==> src/rtl/object_buffer_reader_if.sv <==
// object_buffer_reader_if
//   Bundles the object-buffer read port and the dispatch handshake of the
//   object buffer reader.
//   Ports (master = reader side):
//     frame_start    in   pulse, start reading a new frame
//     object_count   in   objects in the buffer for this frame
//     mem_rd_en      out  buffer read enable
//     mem_addr       out  buffer read address
//     mem_rdata      in   buffer data, valid the cycle after mem_rd_en
//     next_object    in   dispatcher level: all units finished current object
//     object_data    out  current object record
//     unit_start     out  one-cycle start pulse to every task unit
//     read_end       out  no further objects this frame
//     busy           out  reader is inside a frame
//     issued_count   out  objects issued this frame
interface object_buffer_reader_if #(
  parameter int UNITS     = 16,
  parameter int OBJ_WIDTH = 64,
  parameter int ADDR_W    = 8
);
  logic                 frame_start;
  logic [ADDR_W:0]      object_count;
  logic                 mem_rd_en;
  logic [ADDR_W-1:0]    mem_addr;
  logic [OBJ_WIDTH-1:0] mem_rdata;
  logic                 next_object;
  logic [OBJ_WIDTH-1:0] object_data;
  logic [UNITS-1:0]     unit_start;
  logic                 read_end;
  logic                 busy;
  logic [ADDR_W:0]      issued_count;

  modport master (
    input  frame_start, object_count, mem_rdata, next_object,
    output mem_rd_en, mem_addr, object_data, unit_start, read_end, busy,
           issued_count
  );

  modport slave (
    output frame_start, object_count, mem_rdata, next_object,
    input  mem_rd_en, mem_addr, object_data, unit_start, read_end, busy,
           issued_count
  );
endinterface

==> src/rtl/object_buffer_reader.sv <==
// object_buffer_reader
//   Walks the per-frame object buffer and hands one object at a time to the
//   task units: fetch from the synchronous-read buffer, latch, broadcast with
//   a one-cycle start pulse, then wait for next_object before advancing.
//   After the last object the reader raises read_end and parks in DONE.
//   Ports:
//     clk   in  system clock
//     rst   in  synchronous active-high reset
//     bus   master side of object_buffer_reader_if (buffer + dispatch)
module object_buffer_reader #(
  parameter int UNITS     = 16,
  parameter int OBJ_WIDTH = 64,
  parameter int DEPTH     = 256,
  parameter int ADDR_W    = $clog2(DEPTH)
) (
  input  logic                   clk,
  input  logic                   rst,
  object_buffer_reader_if.master bus
);

  typedef enum logic [2:0] {
    S_IDLE  = 3'd0,
    S_FETCH = 3'd1,
    S_LATCH = 3'd2,
    S_START = 3'd3,
    S_HOLD  = 3'd4,
    S_WAIT  = 3'd5,
    S_DONE  = 3'd6
  } state_e;

  localparam logic [ADDR_W:0] DEPTH_C = (ADDR_W+1)'(DEPTH);

  state_e               state_q, state_d;
  logic [ADDR_W:0]      remaining_q, remaining_d;
  logic [ADDR_W-1:0]    addr_q, addr_d;
  logic [OBJ_WIDTH-1:0] object_data_q, object_data_d;
  logic [ADDR_W:0]      issued_q, issued_d;
  logic                 read_end_q, read_end_d;
  logic                 mem_rd_en_q, mem_rd_en_d;
  logic                 unit_start_q, unit_start_d;
  logic                 busy_q, busy_d;
  logic [ADDR_W:0]      count_clamped;

  // Next-state, datapath updates and next-cycle output decode.
  always_comb begin
    state_d       = state_q;
    remaining_d   = remaining_q;
    addr_d        = addr_q;
    object_data_d = object_data_q;
    issued_d      = issued_q;
    read_end_d    = read_end_q;
    count_clamped = (bus.object_count > DEPTH_C) ? DEPTH_C : bus.object_count;

    case (state_q)
      S_IDLE, S_DONE: begin
        if (bus.frame_start) begin
          remaining_d = count_clamped;
          issued_d    = '0;
          addr_d      = '0;
          if (count_clamped == '0) begin
            // Empty frame: nothing to issue, report end right away.
            state_d    = S_DONE;
            read_end_d = 1'b1;
          end else begin
            state_d    = S_FETCH;
            read_end_d = 1'b0;
          end
        end else begin
          state_d = state_q;
        end
      end
      S_FETCH: begin
        state_d = S_LATCH;
      end
      S_LATCH: begin
        // Buffer read data is valid exactly one cycle after the read enable.
        object_data_d = bus.mem_rdata;
        state_d       = S_START;
      end
      S_START: begin
        issued_d    = issued_q + (ADDR_W+1)'(1);
        remaining_d = remaining_q - (ADDR_W+1)'(1);
        state_d     = S_HOLD;
      end
      S_HOLD: begin
        // read_end rises on WAIT entry only, after units have dropped the
        // previous completion, so the dispatcher never sees a stale pair.
        state_d = S_WAIT;
        if (remaining_q == '0) begin
          read_end_d = 1'b1;
        end else begin
          read_end_d = read_end_q;
        end
      end
      S_WAIT: begin
        if (bus.next_object) begin
          if (remaining_q != '0) begin
            addr_d  = addr_q + ADDR_W'(1);
            state_d = S_FETCH;
          end else begin
            state_d = S_DONE;
          end
        end else begin
          state_d = S_WAIT;
        end
      end
      default: begin
        state_d = S_IDLE;
      end
    endcase

    // Outputs are registered and aligned with the state they belong to.
    mem_rd_en_d  = (state_d == S_FETCH);
    unit_start_d = (state_d == S_START);
    busy_d       = (state_d != S_IDLE) && (state_d != S_DONE);
  end

  // State and output registers with synchronous reset.
  always_ff @(posedge clk) begin
    if (rst) begin
      state_q       <= S_IDLE;
      remaining_q   <= '0;
      addr_q        <= '0;
      object_data_q <= '0;
      issued_q      <= '0;
      read_end_q    <= 1'b0;
      mem_rd_en_q   <= 1'b0;
      unit_start_q  <= 1'b0;
      busy_q        <= 1'b0;
    end else begin
      state_q       <= state_d;
      remaining_q   <= remaining_d;
      addr_q        <= addr_d;
      object_data_q <= object_data_d;
      issued_q      <= issued_d;
      read_end_q    <= read_end_d;
      mem_rd_en_q   <= mem_rd_en_d;
      unit_start_q  <= unit_start_d;
      busy_q        <= busy_d;
    end
  end

  assign bus.mem_rd_en    = mem_rd_en_q;
  assign bus.mem_addr     = addr_q;
  assign bus.object_data  = object_data_q;
  assign bus.unit_start   = {UNITS{unit_start_q}};
  assign bus.read_end     = read_end_q;
  assign bus.busy         = busy_q;
  assign bus.issued_count = issued_q;

endmodule
==> src/flat_wrapper.sv <==
// flat-port wrapper written by rule: the top's interface ports become plain ports
module object_buffer_reader_flat 
#(
  parameter int UNITS     = 16,
  parameter int OBJ_WIDTH = 64,
  parameter int DEPTH     = 256,
  parameter int ADDR_W    = $clog2(DEPTH)
)
  (clk, rst, bus_frame_start, bus_object_count, bus_mem_rdata, bus_next_object, bus_mem_rd_en, bus_mem_addr, bus_object_data, bus_unit_start, bus_read_end, bus_busy, bus_issued_count);
  object_buffer_reader_if #(.UNITS(UNITS), .OBJ_WIDTH(OBJ_WIDTH), .ADDR_W(ADDR_W)) bus_i ();
  input  logic clk;
  input  logic rst;
  input wire logic [$bits(bus_i.frame_start)-1:0] bus_frame_start;
  input wire logic [$bits(bus_i.object_count)-1:0] bus_object_count;
  input wire logic [$bits(bus_i.mem_rdata)-1:0] bus_mem_rdata;
  input wire logic [$bits(bus_i.next_object)-1:0] bus_next_object;
  output wire logic [$bits(bus_i.mem_rd_en)-1:0] bus_mem_rd_en;
  output wire logic [$bits(bus_i.mem_addr)-1:0] bus_mem_addr;
  output wire logic [$bits(bus_i.object_data)-1:0] bus_object_data;
  output wire logic [$bits(bus_i.unit_start)-1:0] bus_unit_start;
  output wire logic [$bits(bus_i.read_end)-1:0] bus_read_end;
  output wire logic [$bits(bus_i.busy)-1:0] bus_busy;
  output wire logic [$bits(bus_i.issued_count)-1:0] bus_issued_count;
  assign bus_i.frame_start = bus_frame_start;
  assign bus_i.object_count = bus_object_count;
  assign bus_i.mem_rdata = bus_mem_rdata;
  assign bus_i.next_object = bus_next_object;
  assign bus_mem_rd_en = bus_i.mem_rd_en;
  assign bus_mem_addr = bus_i.mem_addr;
  assign bus_object_data = bus_i.object_data;
  assign bus_unit_start = bus_i.unit_start;
  assign bus_read_end = bus_i.read_end;
  assign bus_busy = bus_i.busy;
  assign bus_issued_count = bus_i.issued_count;
  object_buffer_reader #(.UNITS(UNITS), .OBJ_WIDTH(OBJ_WIDTH), .DEPTH(DEPTH), .ADDR_W(ADDR_W)) u_core (.clk(clk), .rst(rst), .bus(bus_i));
endmodule
==> config.mk <==
export PLATFORM = sky130hd
export DESIGN_NAME = object_buffer_reader_flat
export DESIGN_NICKNAME = d
export VERILOG_FILES = /design/src/rtl/object_buffer_reader_if.sv /design/src/rtl/object_buffer_reader.sv /design/src/flat_wrapper.sv
export SDC_FILE = /design/constraint.sdc
export NUM_CORES = 1
export LEC_CHECK = 0
export BUFFER_PORTS_ARGS = -buffer_cell sky130_fd_sc_hd__buf_4
export CORE_ASPECT_RATIO = 1.2
export CORE_MARGIN = 2
export CORE_UTILIZATION = 51
export CTS_CLUSTER_SIZE = 28
export DETAILED_ROUTE_END_ITERATION = 12
export PLACE_DENSITY = 0.85
export SYNTH_ARGS = -nofsm -noshare
export SYNTH_HDL_FRONTEND = slang
export SYNTH_SLANG_ARGS = --single-unit
==> constraint.sdc <==
create_clock -name clk -period 3.5 [get_ports clk]
set_input_delay 0.7 -clock clk [delete_from_list [all_inputs] [get_ports clk]]
set_output_delay 0.7 -clock clk [all_outputs]
set_load 0.1 [all_outputs]
# [After elaboration in Yosys (flattened, before gate mapping)]
# Cells that the tools add are included.
[op_classes] n_addsub=3 mul=0 n_div=0 magnitude_cmp=1 eq_ne=13 n_shift=0 n_mux=18 bitwise=0 n_reduce_logical=13
[ops] operator="one-hot mux 9 bit (2 select lines)" n=2
[ops] operator="2-to-1 mux 9 bit" n=3
[ops] operator="2-to-1 mux 8 bit" n=3
[ops] operator="logical NOT 9 bit" n=2
[ops] operator="one-hot mux 3 bit (6 select lines)" n=1
[ops] operator="one-hot mux 8 bit (2 select lines)" n=1
[ops] operator="2-to-1 mux 3 bit" n=4
[ops] operator="adder 9 x 1 -> 9 bit (second input constant)" n=1
[ops] operator="equality test 3 x 2 -> 1 bit (second input constant)" n=3
[ops] operator="equality test 3 bit (second input constant)" n=3
[ops] operator="greater-than comparator 9 bit (second input constant)" n=1
[ops] operator="nonzero test 9 bit" n=1
[ops] operator="subtractor 9 x 1 -> 9 bit (second input constant)" n=1
[ops] operator="adder 8 x 1 -> 8 bit (second input constant)" n=1
[ops] operator="equality test 3 x 1 -> 1 bit (second input constant)" n=2
[ops] operator="nonzero test 2 bit" n=3
[ops] operator="!= test 2 x 1 -> 1 bit (second input constant)" n=2
[ops] operator="!= test 2 bit (second input constant)" n=2
[ops] operator="AND reduction 4 bit" n=1
[ops] operator="logical NOT 3 bit" n=1
[ops] operator="2-to-1 mux 1 bit" n=3
[ops] operator="!= test 3 bit (second input constant)" n=1
[ops] operator="AND reduction 3 bit" n=1
[ops] operator="nonzero test 3 bit" n=1
[ops] operator="4 further kinds" n=4
[totals] regBits=97 latch_bits=0 ramBits=0 romBits=0 input_bits=77 out_inout_bits=100 wordCells=57 n_memories=0

# [Logic depth before layout (Yosys ltp)]
# Gate-level depths: netlist of the first run.
[logic_depth] depth_word=8 ltp_mapped=7 depth_no_buf=6

# [Least setup slack after synthesis of the first run]
# OpenSTA, ideal clock, no wires.
[synth_timing] path_type="register to register" start="register u_core.issued_q[0], in the netlist u_core.bus.issued_count[0]" end="register u_core.issued_q[8], in the netlist u_core.bus.issued_count[8]" setup_ps=65 t_arrival_ps=2056 required_ps=3435 path_slack_ps=1379 stages_incl_launch_ff=6 n_path_buf=0 synth_period_minus_slack_ps=2121 cell_sequence="dfxtp_1 -> ha_1 -> nand2_1 -> nor4_1 -> mux2_2 -> nor2_1"
[synth_via] elab_chain_len=2
[synth_lines] item="from (decl)" line="object_buffer_reader.sv:37" source="logic [ADDR_W:0] issued_q, issued_d;"
[synth_lines] item="from (signal assigned)" line="object_buffer_reader.sv:135" source="issued_q <= issued_d;"
[synth_lines] item="adder 9 x 1 -> 9 bit" line="object_buffer_reader.sv:81" source="issued_d = issued_q + (ADDR_W+1)'(1);"
[synth_lines] item="one-hot mux 9 bit (2 select lines)" line="object_buffer_reader.sv:54" source="case (state_q)"
# No other way between the ends.
# A chain may end at the register's enable or synchronous reset.

# [Worst setup path after layout of the first run]
[layout_timing] start="register u_core.state_q[0]" end="register u_core.mem_rd_en_q, in the netlist u_core.bus.mem_rd_en"
[layout_via] elab_chain_len=4
[layout_lines] item="from (decl)" line="object_buffer_reader.sv:33" source="state_e state_q, state_d;"
[layout_lines] item="from (signal assigned)" line="object_buffer_reader.sv:131" source="state_q <= state_d;"
[layout_lines] item="equality test 3 bit or logical NOT 3 bit (tied branches)" line="object_buffer_reader.sv:54"
[layout_lines] item="OR reduction 2 bit" line="object_buffer_reader.sv:54"
[layout_lines] item="one-hot mux 3 bit (6 select lines) *" line="object_buffer_reader.sv:54"
[layout_lines] item="equality test 3 x 1 -> 1 bit *" line="object_buffer_reader.sv:113" source="mem_rd_en_d = (state_d == S_FETCH);"
[layout_lines] item="to (signal assigned)" line="object_buffer_reader.sv:137" source="mem_rd_en_q <= mem_rd_en_d;"
[layout_lines] item="to (decl)" line="object_buffer_reader.sv:39" source="logic mem_rd_en_q, mem_rd_en_d;"
# Mark *: on every way between the ends. The rest lies on a longest branch, timed or not.

==> summary.txt, run 1 <==
IO buf count: 176
net count after synthesis: 593
WL/cell: 14.4 um
Startpoint Class: register
worst hold path type: register to register
maximum vdd ir drop: 0.000546 V
post_cts resized: 0
H-tree levels: 3
P per Cell Area: 919 nW/um^2
iteration-0 DRC count of the detailed router: 152
GPL Wtd Cong: 0.881
area grow syn2layout: 32.6%
commonest non-fill, non-tap cell in the layout: buf_4
Initial Util: 0.519
CP Class: register to register
die area: 8900 sq um
number of diodes: 0
YS warnings: 0
simple-gate share of the synthesized area: 0.239
Synth Area in Compound Gates: 0.186
Synth Area per Inst: 8.12 sq um
CP Cell Sequence: or3b_4, o21ai_1, a41oi_1, nor4b_1
status: finished clean
via-per-instance ratio: 5.43
Hold Fails Final Rpt: 0
clock latency on the worst-skew pair: 350 ps
Arr. time, crit path: 2460 ps
final WL: 10800 um
synthesized instance count: 512
Slew headroom: 0.494
largest family of logic cells by synthesized area: simple AND/OR/NAND/NOR gates
Nets: 732
Site Rows: 36
ys async rst share: 0
Post-Place Setup Slack: 1190 ps
vias in the first global route: 3671
Critical Path Fanout Max: 66
TritonCTS Sinks: 97
clock slew at reported path FFs: 90 ps
DRC Markers: 0
CORE AREA: 8020 sq um
slowest CP cell: or3b_4
DR vias: 4071
mux cell area share after synthesis: 0.00752
Fmax achieved: 454 MHz
Total Routing Usage GR: 0.235
largest net degree at the start of global routing: 67
clock root buffer: clkbuf_8
Hold Slack: 456 ps
Top FF cell, synth: dfxtp_1
worst r2r src: u_core.state_q[0]
Top Ports: 177
Die H: 103 um
TNS Setup: 0 ps
Slew Viols, Final: 0
Worst EP required: 3760 ps
Max Cap Violations: 0
R2R setup slack: 1300 ps
final worst path period need: 2200 ps
Worst path max stage delay: 730 ps
Reg-to-Reg End: u_core.bus.mem_rd_en
Final HPWL DP: 7800 um
synthesized cell area: 4160 sq um
sequential area share after synthesis: 0.467
first-pass GRT wire length: 16700 um
Die X-Extent: 86.4 um
hold_buf cts: 0
crit path to: u_core.bus.mem_rd_en
number of flops mapped to enable cells by yosys: 0
setup bufs post-CTS: 0
antenna violations before repair: 0
Inst Count DP: 735
RSZ-0062 raised after global routing: false
Worst-Margin Slew: 759 ps
CTS tree: built
fin cells: 750
LEAKAGE: 2.27 nW
total gr overflow: 0
commonest cells after routing, fill and taps aside: 178 x buf_4, 144 x nand2_1, 97 x dfxtp_1
adder-cell share of the synthesized area: 0.0120
Worst setup EP type: register
Clock Path Buffers: 2
fin crit share: 0.629
Num CTS Buffers: 9
Detail Route Antenna Nets: 0
fraction of layout cells with a size suffix above 1: 0.316
drt first pass iters: 4
Setup violations, final: 0
min setup slack post-route: 1300 ps
clk_skew: 7.58 ps
XOR/XNOR Fraction of Synth Area: 0.0120
Worst R2R Path Depth: 4
CP Launch Point: u_core.state_q[0]
Seq cells post-synth: 97
Unique masters post-synth: 58
state kept, by name, summed over array words and instances (netlist names):
name,count
u_core.bus.object_data,64
u_core.bus.issued_count,9
u_core.remaining_q,9
u_core.bus.mem_addr,8
u_core.state_q,3
u_core.bus.busy,1
u_core.bus.mem_rd_en,1
u_core.bus.read_end,1
u_core.unit_start_q,1
per-layer routing:
layer,GRT usage,up-vias,part of all wire
met4,0.130,0,0.026
met5,0,-,0
li1,-,2016,-
met1,0.262,1865,0.38
met3,0.0641,25,0.073
met2,0.404,165,0.52
worst max-delay path: cells and delay by family (launching register included):
family / cells / cell delay [ps]
AOI/OAI and AO/OA: 2 / 470
DFF: 1 / 660
and+or+nand+nor: 2 / 980
where the power goes:
group | switching, W | internal, W | total, W
clock network | 0.000360 | 0.000312 | 0.000672
logic | 0.00229 | 0.000610 | 0.00290
registers | 0.000183 | 0.00131 | 0.00150
total | 0.00283 | 0.00224 | 0.00507
metrics by stage:
step / util / instance area, sq um / total power, W
3_3_place_gp: 0.665 / 5330 / 0.00437
2_1_floorplan: - / 4160 / 0.00390
5_1_grt: 0.688 / 5520 / 0.00530
4_1_cts: 0.688 / 5520 / 0.00509
6_report: 0.688 / 5520 / 0.00507
3_5_place_dp: 0.665 / 5330 / 0.00442
synth_stat cells, types with 6 or more instances:
cell | n | share of area
nand2_1 | 144 | 0.13
dfxtp_1 | 97 | 0.47
a21oi_1 | 86 | 0.10
clkbuf_1 | 21 | 0.019
buf_4 | 18 | 0.032
nor2_1 | 16 | 0.014
nand3_1 | 12 | 0.014
buf_2 | 9 | 0.011
inv_1 | 6 | 0.0054
nand2b_1 | 6 | 0.0090
nor3_1 | 6 | 0.0072
how the worst min path moves through the flow:
stage / from / to / cells after the start
2_1_floorplan: u_core.remaining_q[5] / u_core.remaining_q[5] / 2
3_3_place_gp: u_core.bus.object_data[20] / u_core.bus.object_data[20] / 2
3_5_place_dp: u_core.bus.object_data[11] / u_core.bus.object_data[11] / 2
4_1_cts: u_core.bus.object_data[11] / u_core.bus.object_data[11] / 2
5_1_grt: u_core.bus.object_data[26] / u_core.bus.object_data[26] / 2
6_report: u_core.bus.object_data[9] / u_core.bus.object_data[9] / 2
cell type report:
class | instances | area, sq um
Fill cell | 646 | 2500
Sequential cell | 97 | 1940
Multi-Input combinational cell | 358 | 1910
Timing Repair Buffer | 178 | 1340
Clock buffer | 13 | 169
Tap cell | 95 | 119
Inverter | 7 | 31.3
Clock inverter | 2 | 12.5
cell families after synthesis:
logic type | after synthesis
adder cells (fa/ha/maj) | 4
multiplexers | 3
XOR/XNOR | 4
flip-flops | 97
AND/OR/NAND/NOR | 217
buffers and inverters | 57
AO/OA/AOI/OAI | 130
No activity file was read; power rests on OpenSTA's default activity.
==> run 2, diff against run 1 <==
CORE_UTILIZATION = 48   (was 51)
PLACE_DENSITY = 0.8   (was 0.85)
clock period = 2.25 ns   (was 3.5 ns; I/O delays follow)
==> summary.txt, run 2 (synthesized netlist as in run 1, its figures left out) <==
final worst path period need: 2060 ps (-145 ps)
fraction of layout cells with a size suffix above 1: 0.323 (+0.00670)
Worst setup EP type: register
worst hold path type: input pin to register
largest net degree at the start of global routing: 65 (-3.0%)
clk_skew: 4.86 ps (-2.72 ps)
CP Class: register to register
slowest CP cell: a211o_1
final WL: 11000 um (+1.6%)
via-per-instance ratio: 5.30 (-2.4%)
CORE AREA: 8520 sq um (+6.2%)
fin cells: 777 (+3.6%)
die area: 9430 sq um (+6.0%)
status: finished clean
max FFs per register: 64 (unchanged)
Initial Util: 0.488 (-0.0305)
WL/cell: 14.1 um (-1.9%)
Worst path max stage delay: 440 ps (-290 ps)
area grow syn2layout: 35.6%
Worst-Margin Slew: 636 ps (-122 ps)
design area: 5640 sq um (+2.3%)
clock latency on the worst-skew pair: 350 ps (about the same)
Setup violations, final: 0 (unchanged)
clock root buffer: clkbuf_8
antenna violations before repair: 0 (unchanged)
IO buf count: 176 (unchanged)
Slew headroom: 0.576 (+0.0816)
Detail Route Antenna Nets: 0 (unchanged)
H-tree levels: 3 (unchanged)
Site Rows: 37 (+2.8%)
Die X-Extent: 89.0 um (+2.9%)
LEAKAGE: 2.33 nW (+2.3%)
DRC Markers: 0 (unchanged)
Arr. time, crit path: 2340 ps (-120 ps)
Critical Path Fanout Max: 12 (-82%)
fin crit share: 0.915 (+0.285)
Total Routing Usage GR: 0.234 (-0.00109)
iteration-0 DRC count of the detailed router: 132 (-13%)
CTS tree: built
Die H: 106 um (+3.0%)
DR vias: 4117 (+1.1%)
Worst Path Buf+Inv: 2 (+2)
Placed Instance Area: 5420 sq um (+1.7%)
hold_buf cts: 0 (unchanged)
total gr overflow: 0 (unchanged)
setup bufs post-CTS: 0 (unchanged)
Clock Path Buffers: 2 (unchanged)
Startpoint Class: register
TNS Setup: 0 ps (unchanged)
GPL Wtd Cong: 0.911 (+3.5%)
Core Util, Final: 0.662 (-0.0257)
post_cts resized: 0 (unchanged)
Slew Viols, Final: 0 (unchanged)
CP Cell Sequence: inv_1, ha_1, nor4b_1, buf_4, a211o_1, a211oi_1, mux2i_1
Max Cap Violations: 0 (unchanged)
Top Ports: 177 (unchanged)
Inst Count DP: 762 (+3.7%)
first-pass GRT wire length: 17600 um (+5.2%)
RSZ-0062 raised after global routing: false
number of diodes: 0 (unchanged)
Top delay family on crit path: compound AO/OA/AOI/OAI gates
vias in the first global route: 3972 (+8.2%)
Worst EP required: 2530 ps (-1230 ps)
drt first pass iters: 4 (unchanged)
Hold Fails Final Rpt: 0 (unchanged)
commonest non-fill, non-tap cell in the layout: buf_4
P per Cell Area: 1450 nW/um^2 (+58%)
clock slew at reported path FFs: 90 ps (about the same)
commonest cells after routing, fill and taps aside: 181 x buf_4, 144 x nand2_1, 97 x dfxtp_1
maximum vdd ir drop: 0.000953 V (+75%)
Nets: 737 (+0.68%)
Num CTS Buffers: 9 (unchanged)
TritonCTS Sinks: 97 (unchanged)
Fmax achieved: 486 MHz (+7.0%)
Final HPWL DP: 7840 um (+0.59%)
## run 2: cell types whose count changed in the layout (fill, tap and decap cells not counted)
cell	change
clkinvlp_4	-1
bufinv_16	+2
clkbuf_1	-1
buf_4	+3
clkinv_2	+1
inv_6	+1
clkbuf_8	-2
buf_12	+2
## run 2: area by class of cell
type                    instances  area [sq um]
fillers                       762          2880
repair buffers                183          1400
flip-flops and latches         97          1940
clock buffers                  10           138
well taps                     117           146
clock inverters                 5          78.8
multi-input cells             358          1910
inverters                       7          31.3
## run 2: stage by stage
step,total power [W],setup slack [ps],hold slack (ps)
after floorplan,0.00607,129,477
after global placement,0.00690,225,443
after detailed placement,0.00696,198,447
after CTS,0.00820,193,310
after global routing,0.00852,64.5,317
final,0.00816,192,334
## run 2: report_power, final
group          internal, W  total [W]  leakage, nW  switching, W
sequential         0.00204    0.00233        0.788      0.000283
clock             0.000651    0.00124        0.113      0.000590
combinational      0.00102    0.00459         1.43       0.00357
## run 2: worst paths after layout
check,from,depth (start not counted),slack (ps),end
min reg2reg,u_core.bus.object_data[61],2,460,u_core.bus.object_data[61]
max,u_core.remaining_q[1],7,190,u_core.bus.mem_addr[7]
max reg2reg,u_core.remaining_q[1],7,190,u_core.bus.mem_addr[7]
min,bus_mem_rdata[23],3,330,u_core.bus.object_data[23]
## run 2: per-layer routing
layer | vias up | share of wire | track usage
met2 | 158 | 0.50 | 0.393
met1 | 1900 | 0.38 | 0.257
li1 | 2027 | - | -
met3 | 32 | 0.079 | 0.0714
met5 | - | 0 | 0
met4 | 0 | 0.035 | 0.128
## run 2: tightest hold or removal path: cells and delay by family
| family | cells | cell delay, ps |
|---|---|---|
| simple gates | 1 | 40 |
| compound gates | 1 | 50 |
| buf+inv | 1 | 110 |
==> run 3, diff against run 2 <==
PLACE_DENSITY = 0.86   (was 0.8)
==> summary.txt, run 3 (synthesized netlist as in run 1, its figures left out) <==
Nets: 738 (+0.14%)
Top Ports: 177 (unchanged)
clock latency on the worst-skew pair: 350 ps (about the same)
min-delay src: bus_mem_rdata[48]
max FFs per register: 64 (unchanged)
Total Routing Usage GR: 0.230 (-0.00410)
Startpoint Class: register
Hold Slack: 342 ps (+8.34 ps)
Critical Path Fanout Max: 12 (unchanged)
fin cells: 778 (+0.13%)
hold_buf cts: 0 (unchanged)
via-per-instance ratio: 5.32 (+0.38%)
total gr overflow: 0 (unchanged)
Post-Place Setup Slack: 205 ps (+7.08 ps)
Arr. time, crit path: 2350 ps (about the same)
Multi-input gate area: 1910 sq um (unchanged)
final worst path period need: 2070 ps (+14.8 ps)
vias in the first global route: 4011 (+0.98%)
post_cts resized: 0 (unchanged)
Die H: 106 um (unchanged)
worst r2r src: u_core.remaining_q[1]
Worst-Margin Slew: 651 ps (+14.5 ps)
sw frac: 0.553 (+0.00835)
Worst Path Buf+Inv: 2 (unchanged)
Worst R2R Path Depth: 7 (unchanged)
Fmax achieved: 482 MHz (-0.71%)
GPL Wtd Cong: 0.858 (-5.9%)
CP Cell Sequence: inv_1, ha_1, nor4b_1, buf_4, a211o_1, a211oi_1, mux2i_1
area grow syn2layout: 34.6%
Switch Pwr: 0.00440 W (-1.1%)
hold path endpoint: u_core.bus.object_data[48]
largest net degree at the start of global routing: 65 (unchanged)
Die X-Extent: 89.0 um (unchanged)
CP Class: register to register
R2R setup slack: 180 ps (about the same)
P per Cell Area: 1420 nW/um^2 (-1.8%)
Placed Instance Area: 5420 sq um (about the same)
Detail Route Antenna Nets: 0 (unchanged)
Worst setup EP type: register
Worst EP required: 2520 ps (about the same)
Setup violations, final: 0 (unchanged)
clock root buffer: clkbuf_8
maximum vdd ir drop: 0.000811 V (-15%)
min setup slack post-route: 177 ps (-14.8 ps)
fin crit share: 0.921 (+0.00657)
clock slew at reported path FFs: 90 ps (about the same)
slowest CP cell: a211o_1
iteration-0 DRC count of the detailed router: 158 (+20%)
H-tree levels: 3 (unchanged)
Worst path max stage delay: 430 ps (about the same)
fraction of layout cells with a size suffix above 1: 0.319 (-0.00351)
RSZ-0062 raised after global routing: false
design area: 5600 sq um (-0.78%)
commonest cells after routing, fill and taps aside: 183 x buf_4, 144 x nand2_1, 97 x dfxtp_1
clock group share of total power: 0.134 (-0.018)
final WL: 10900 um (-0.50%)
Max Cap Violations: 0 (unchanged)
number of diodes: 0 (unchanged)
DRC Markers: 0 (unchanged)
Clock Path Buffers: 2 (unchanged)
LEAKAGE: 2.30 nW (-1.2%)
Initial Util: 0.488 (unchanged)
Internal: 0.00355 W (-4.3%)
TritonCTS Sinks: 97 (unchanged)
IO buf count: 176 (unchanged)
CORE AREA: 8520 sq um (unchanged)
Flop pwr share: 0.294 (+0.009)
Comb power frac: 0.573 (+0.010)
sequential cell area: 1940 sq um (unchanged)
DR vias: 4138 (+0.51%)
Reg-to-Reg End: u_core.bus.mem_addr[5]
Hold Fails Final Rpt: 0 (unchanged)
Site Rows: 37 (unchanged)
clk_skew: 9.13 ps (+4.27 ps)
FILL cells: 733 (-3.8%)
CTS tree: built
status: finished clean
TNS Setup: 0 ps (unchanged)
WL/cell: 14.0 um (-0.63%)
Top delay family on crit path: compound AO/OA/AOI/OAI gates
Num CTS Buffers: 9 (unchanged)
drt first pass iters: 5 (+1)
hold depth: 3 (unchanged)
first-pass GRT wire length: 17300 um (-1.6%)
commonest non-fill, non-tap cell in the layout: buf_4
Final HPWL DP: 7980 um (+1.7%)
Slew Viols, Final: 0 (unchanged)
Slew headroom: 0.566 (-0.00967)
antenna violations before repair: 0 (unchanged)
Inst Count DP: 763 (+0.13%)
setup bufs post-CTS: 0 (unchanged)
worst hold path type: input pin to register
die area: 9430 sq um (unchanged)
## run 3: cell count changes in the layout (fill, tap and decap cells not counted), sizes merged
cell      delta
bufinv       -1
inv          -1
buf          +1
clkbuf       +2
clkinv       -1
clkinvlp     +1
## run 3: how the worst max path moves through the flow
stage,end,cells after the start,from
detailed placement,u_core.bus.mem_addr[5],7,u_core.remaining_q[1]
finish,u_core.bus.mem_addr[5],7,u_core.remaining_q[1]
global route,u_core.bus.mem_addr[5],7,u_core.remaining_q[1]
CTS,u_core.bus.mem_addr[5],7,u_core.remaining_q[1]
global placement,u_core.bus.mem_rd_en,5,bus_object_count[4]
floorplan,u_core.bus.issued_count[8],5,u_core.bus.issued_count[0]
## run 3: power by group through the flow
stage	Sequential [W]	Combinational [W]	Clock (W)
final	0.00233	0.00456	0.00106
after global routing	0.00238	0.00478	0.00118
after global placement	0.00235	0.00452	0
after CTS	0.00233	0.00457	0.00109
after floorplan	0.00417	0.00190	0
after detailed placement	0.00237	0.00456	0
## run 3: final cells by class
cell class                 instances  area share
sequential                        97       0.347
multi-input combinational        358       0.340
timing repair buffer             184       0.249
tap                              117      0.0262
clock buffer                      12      0.0241
clock inverter                     3     0.00760
inverter                           7     0.00559
## run 3: metrics by stage
stage	utilization	total power [W]
2_1_floorplan	-	0.00607
3_3_place_gp	0.636	0.00687
3_5_place_dp	0.636	0.00693
4_1_cts	0.657	0.00800
5_1_grt	0.657	0.00834
6_report	0.657	0.00795
## run 3: metal layers
metal,vias to the layer above,global-route usage,part of all wire
met5,-,0,0
met3,27,0.0761,0.093
met2,198,0.393,0.51
met1,1891,0.253,0.38
met4,0,0.102,0.024
li1,2022,-,-
## run 3: worst min-delay path, delay by kind of cell
family          cells  cell delay [ps]
compound gates      1               50
buf+inv             1              100
simple gates        1               50
